<file path="src/rtl/mcpu_ram_loader.sv">
// RAM image loader: streams a program image into RAM, then reads every
// word back through the data and instruction ports and reports mismatches.
module mcpu_ram_loader #(
    parameter int WORD_SIZE  = 8,
    parameter int ADDR_WIDTH = 8,
    parameter int LOAD_LEN   = 1 << ADDR_WIDTH
) (
    input  logic                  clk,
    input  logic                  reset,
    input  logic                  start,
    input  logic                  s_valid,
    input  logic [WORD_SIZE-1:0]  s_data,
    output logic                  s_ready,
    output logic                  we,
    output logic [WORD_SIZE-1:0]  datawr,
    output logic                  re,
    output logic [ADDR_WIDTH-1:0] addr,
    input  logic [WORD_SIZE-1:0]  datard,
    output logic [ADDR_WIDTH-1:0] instraddr,
    input  logic [WORD_SIZE-1:0]  instrrd,
    output logic                  busy,
    output logic                  done,
    output logic                  error,
    output logic [ADDR_WIDTH:0]   err_count,
    output logic [ADDR_WIDTH-1:0] first_err_addr
);

    // state     | meaning
    // IDLE      | waiting for start after reset
    // LOAD_WAIT | s_ready high, waiting for the next image word
    // WRITE     | one-cycle RAM write of the captured word
    // SETTLE    | one quiet cycle between the last write and read-back
    // VERIFY    | one address per cycle read back on both ports
    // DONE      | results held until the next start
    typedef enum logic [2:0] {
        IDLE,
        LOAD_WAIT,
        WRITE,
        SETTLE,
        VERIFY,
        DONE
    } state_t;

    localparam logic [ADDR_WIDTH:0] LAST_IDX = (ADDR_WIDTH+1)'(LOAD_LEN - 1);
    localparam int SH_W = (LOAD_LEN > 1) ? $clog2(LOAD_LEN) : 1;

    state_t                state, next_state;
    logic [ADDR_WIDTH:0]   idx;
    logic [ADDR_WIDTH-1:0] idx_lo;
    logic [SH_W-1:0]       sh_idx;
    logic [WORD_SIZE-1:0]  wr_data;
    logic [WORD_SIZE-1:0]  shadow [2**SH_W];
    logic                  mismatch;

    assign idx_lo   = idx[ADDR_WIDTH-1:0];
    assign sh_idx   = idx[SH_W-1:0];
    assign mismatch = (datard != shadow[sh_idx]) || (instrrd != shadow[sh_idx]);

    always_ff @(posedge clk or posedge reset) begin
        if (reset) state <= IDLE;
        else       state <= next_state;
    end

    always_ff @(posedge clk or posedge reset) begin
        if (reset) begin
            idx            <= '0;
            wr_data        <= '0;
            err_count      <= '0;
            first_err_addr <= '0;
        end else begin
            case (state)
                IDLE, DONE: begin
                    if (start) begin
                        idx            <= '0;
                        err_count      <= '0;
                        first_err_addr <= '0;
                    end
                end
                LOAD_WAIT: if (s_valid) wr_data <= s_data;
                WRITE:     idx <= idx + 1'b1;
                SETTLE:    idx <= '0;
                VERIFY: begin
                    if (mismatch) begin
                        err_count <= err_count + 1'b1;
                        if (err_count == '0) first_err_addr <= idx_lo;
                    end
                    idx <= idx + 1'b1;
                end
                default: ;
            endcase
        end
    end

    // Shadow image has no reset; it is always rewritten before being read.
    always_ff @(posedge clk) begin
        if (state == WRITE) shadow[sh_idx] <= wr_data;
    end

    always_comb begin
        next_state = state;
        s_ready    = 1'b0;
        we         = 1'b0;
        re         = 1'b0;
        datawr     = '0;
        addr       = '0;
        instraddr  = '0;
        busy       = 1'b0;
        done       = 1'b0;
        error      = 1'b0;
        case (state)
            IDLE: if (start) next_state = LOAD_WAIT;
            LOAD_WAIT: begin
                s_ready = 1'b1;
                busy    = 1'b1;
                if (s_valid) next_state = WRITE;
            end
            WRITE: begin
                we         = 1'b1;
                datawr     = wr_data;
                addr       = idx_lo;
                busy       = 1'b1;
                next_state = (idx == LAST_IDX) ? SETTLE : LOAD_WAIT;
            end
            SETTLE: begin
                busy       = 1'b1;
                next_state = VERIFY;
            end
            VERIFY: begin
                re        = 1'b1;
                addr      = idx_lo;
                instraddr = idx_lo;
                busy      = 1'b1;
                if (idx == LAST_IDX) next_state = DONE;
            end
            DONE: begin
                done  = 1'b1;
                error = (err_count != '0);
                if (start) next_state = LOAD_WAIT;
            end
            default: next_state = IDLE;
        endcase
    end

endmodule

</file>
<file path="config.mk">
export PLATFORM = sky130hd
export DESIGN_NAME = mcpu_ram_loader
export DESIGN_NICKNAME = d
export VERILOG_FILES = /design/src/rtl/mcpu_ram_loader.sv
export SDC_FILE = /design/constraint.sdc
export NUM_CORES = 2
export LEC_CHECK = 0
export ABC_AREA = 1
export CORE_UTILIZATION = 55
export CTS_CLUSTER_DIAMETER = 200
export CTS_CLUSTER_SIZE = 12
export DETAILED_ROUTE_END_ITERATION = 12
export PLACE_DENSITY_LB_ADDON = 0.15
export SLEW_MARGIN = 20
export SYNTH_ARGS = -nofsm -noshare
export SYNTH_HDL_FRONTEND = slang
export SYNTH_SLANG_ARGS = --single-unit
</file>
<file path="constraint.sdc">
create_clock -name clk -period 9.2 [get_ports clk]
set_input_delay 1.38 -clock clk [delete_from_list [all_inputs] [get_ports clk]]
set_output_delay 1.38 -clock clk [all_outputs]
set_load 0.05 [all_outputs]
</file>
==> impl_results.md <==
* Outcome: finished clean
* Critical path required time at ~7.8 ns
* Synth-to-layout area growth at 8.20%
* Commonest cells post-synth: nand2_1, edfxtp_1, nor2_1
* Crit path capture type: output pin
* Yosys top cell by area: edfxtp_1
* Syn_area_per_cell at 10.2 sq um
* Final period util at 59.6%
* Crit start category: register
* Post-synth top area share at around 69%
* Antenna violations before repair at 14
* CTS tree: yes
* Initial core utilization at 55.6%
* DRT antenna net count at 0
* RD Place Congestion at 0.908
* H-tree levels at 4
* Relative slew margins at 22.7%
* Most common cell in the netlist: nand2_1
* Largest net degree at the start of global routing at 226
* Total GRT Usage at approximately 29%
* Cts repair resizes at 0
* Area contributors post-synth: edfxtp_1, nand2_1, nor2_1, inv_1, o21ai_0
* IO Pins at 75
* Worst slack, placed at 3.99 ns
* Via density at 5.51
* Crit. Startpoint: idx[1]$_DFFE_PP0P_
* Die boundary width at 405 microns
* NetSw at 9.37 mW
* Hold Vio Cnt, Final at 0
* Setup TNS at 0 ns
* First-pass GRT wire length at 357000 microns
* Proportion of layout cells with a drive suffix above 1 at 4.00%
* FF-to-FF Start: idx[0]$_DFFE_PP0P_
* Routed WL per cell at 21.9 microns
* Die area at approximately 160000 sq um
* Setup violators final at 0
* Worst EP arrival at approximately 4.1 ns
* DRC Markers at 0
* Final worst slack at between 3 and 4 ns
* Clk slew on worst S/H paths at 0.07 ns
* Die H at 405 microns
* Achievable Freq at 0.183 GHz
* Hold buffers post-CTS at 0
* Clk buf depth at 3
* Sequential share of the synthesized area at a little over two thirds
* Clk_lat worst skew at 0.85 ns
* MaxCap Viol Count at 0
* Net count, final at 8711
* DP Wirelength at 134000 microns
* Synth warnings at 0
* Internal Power at 17.2 mW
* Area after DPL at approximately 92000 sq um
* Combinational share of power at between 20 and 30%
* Crit Path Class: reg2out
* Clk_skew at around 0.029 ns
* Vias at ~60000
* Main flop type after synthesis: edfxtp_1
* Clk pwr share at 26.7%
* Peak VDD IR at 0.273 mV
* Async S/R FF share, synth at approximately 1.8%
* Clock sink count at 2085
* Cell Area, Synth at 89400 sq um
* Root buffer cell: clkbuf_16
* P_leak at ~38 nW
* Core area at 161000 sq um
* Post-synth EDFFs at 2048
* Register bit total from synthesis at roughly 2100
* Min cycle time layout at between 5 and 6 ns
* Post-Layout Inst Area at 96800 sq um
* Vias in the first global route at approximately 57000
* Seq pwr share at 45.7%
* Initial DRC count at 6336
* Hold WS at 0.524 ns
* Routed WL at 239000 microns
* Sw Ratio at 35.3%
* Mapped Nets at ~9000
* Port-buffer cells at 74
* CTS buffer count at around 190
* Post-Syn Instances at just under 9000
* Placed Cells at about 11000
* Least-Margin Pin Slew at between 1 and 1.5 ns
* Pwr dens at 275 nW/um^2
* Unrepaired setup endpoints after global routing: no
* Hold wc startpoint: first_err_addr[0]$_DFFE_PP0P_
* Grt ovf at 0
* Post-CTS setup repair buffer count at 0
* Critical Path Fanout Max at between 150 and 200
* Row cnt at ~150
* Final Max Slew Viols at 0
* Hold/Removal Path Class: reg2reg
* Yosys cell types at 31
* Pre-antenna DRT Iters at 6
* Fin cells at 10900
## final cells by class
cell class              instances  area, sq um
flip-flops and latches       2085        62500
diodes                          3         7.51
clock inverters                12          161
clock buffers                 221         4960
repair buffers                171         1600
multi-input cells            5559        22400
fillers                     13100        64200
well taps                    2160         2700
inverters                     668         2530
## flip-flops by register name, indices dropped and copies added (netlist names)
signal,flops
shadow,2048
wr_data,8
first_err_addr,8
idx,9
err_count,9
state,3
## metal layers
metal	vias to the layer above	wire length, microns	track usage (%)
met2	2551	110000	45.8
met3	415	21600	5.83
met4	16	8420	10.6
met1	28800	98200	40.4
li1	28200	-	-
met5	-	104	0
## worst max-delay path: stages (launching register included)
cell	delay [ns]
dfrtp_4	0.77
inv_8	0.65
buf_12	0.69
nor2_1	0.11
clkdlybuf4s50_1	0.73
## per-stage QoR
step,utilization (%),power (mW)
2_1_floorplan,-,17.3
3_3_place_gp,56.9,19.5
3_5_place_dp,56.9,19.6
4_1_cts,60.1,26.6
5_1_grt,60.1,27.7
6_report,60.1,26.6
## kinds of logic after synthesis
| family | Yosys count | synth area share, % |
|---|---|---|
| simple gates | 4880 | 20.9 |
| compound gates | 665 | 3.74 |
| flops | 2085 | 69.8 |
| fa+ha+maj | 7 | 0.0979 |
| buf+inv | 1122 | 5.37 |
| xor+xnor | 7 | 0.0686 |
## path summary, 6_finish.rpt
check	end	slack (ns)	cells after the start
setup / recovery	addr[1]	3.72	4
hold / removal	first_err_addr[0]$_DFFE_PP0P_	0.52	2
setup reg to reg	first_err_addr[2]$_DFFE_PP0P_	3.83	21
hold reg to reg	first_err_addr[0]$_DFFE_PP0P_	0.52	2
max in group asynchronous	idx[1]$_DFFE_PP0P_	7.80	3
min in group asynchronous	first_err_addr[6]$_DFFE_PP0P_	0.98	3
## placed cells by master, fill, tap and decap left out, types with 4 or more instances in the layout
master,n
buf_12,9
edfxtp_1,2048
nand3_2,13
inv_1,662
clkinv_8,5
nand4_1,9
o21ai_1,190
a21oi_1,16
dfrtp_1,27
nor2_4,5
buf_4,87
nand2_1,3253
nor2_1,1327
inv_6,4
nor3_1,15
xor2_1,6
nand3_1,242
clkdlybuf4s50_1,74
ha_1,7
dfrtp_4,10
clkbuf_16,194
o21ai_0,454
clkbuf_1,27
## power groups by stage
stage          Sequential [mW]  Clock (mW)  Combinational, mW
4_1_cts                   12.1        7.15               7.28
3_3_place_gp              12.4           0               7.11
6_report                  12.1        7.08               7.33
2_1_floorplan             12.8           0               4.46
5_1_grt                   12.2        7.47               8.07
3_5_place_dp              12.3           0               7.25
Note: power is estimated with default switching activity, not from simulation.
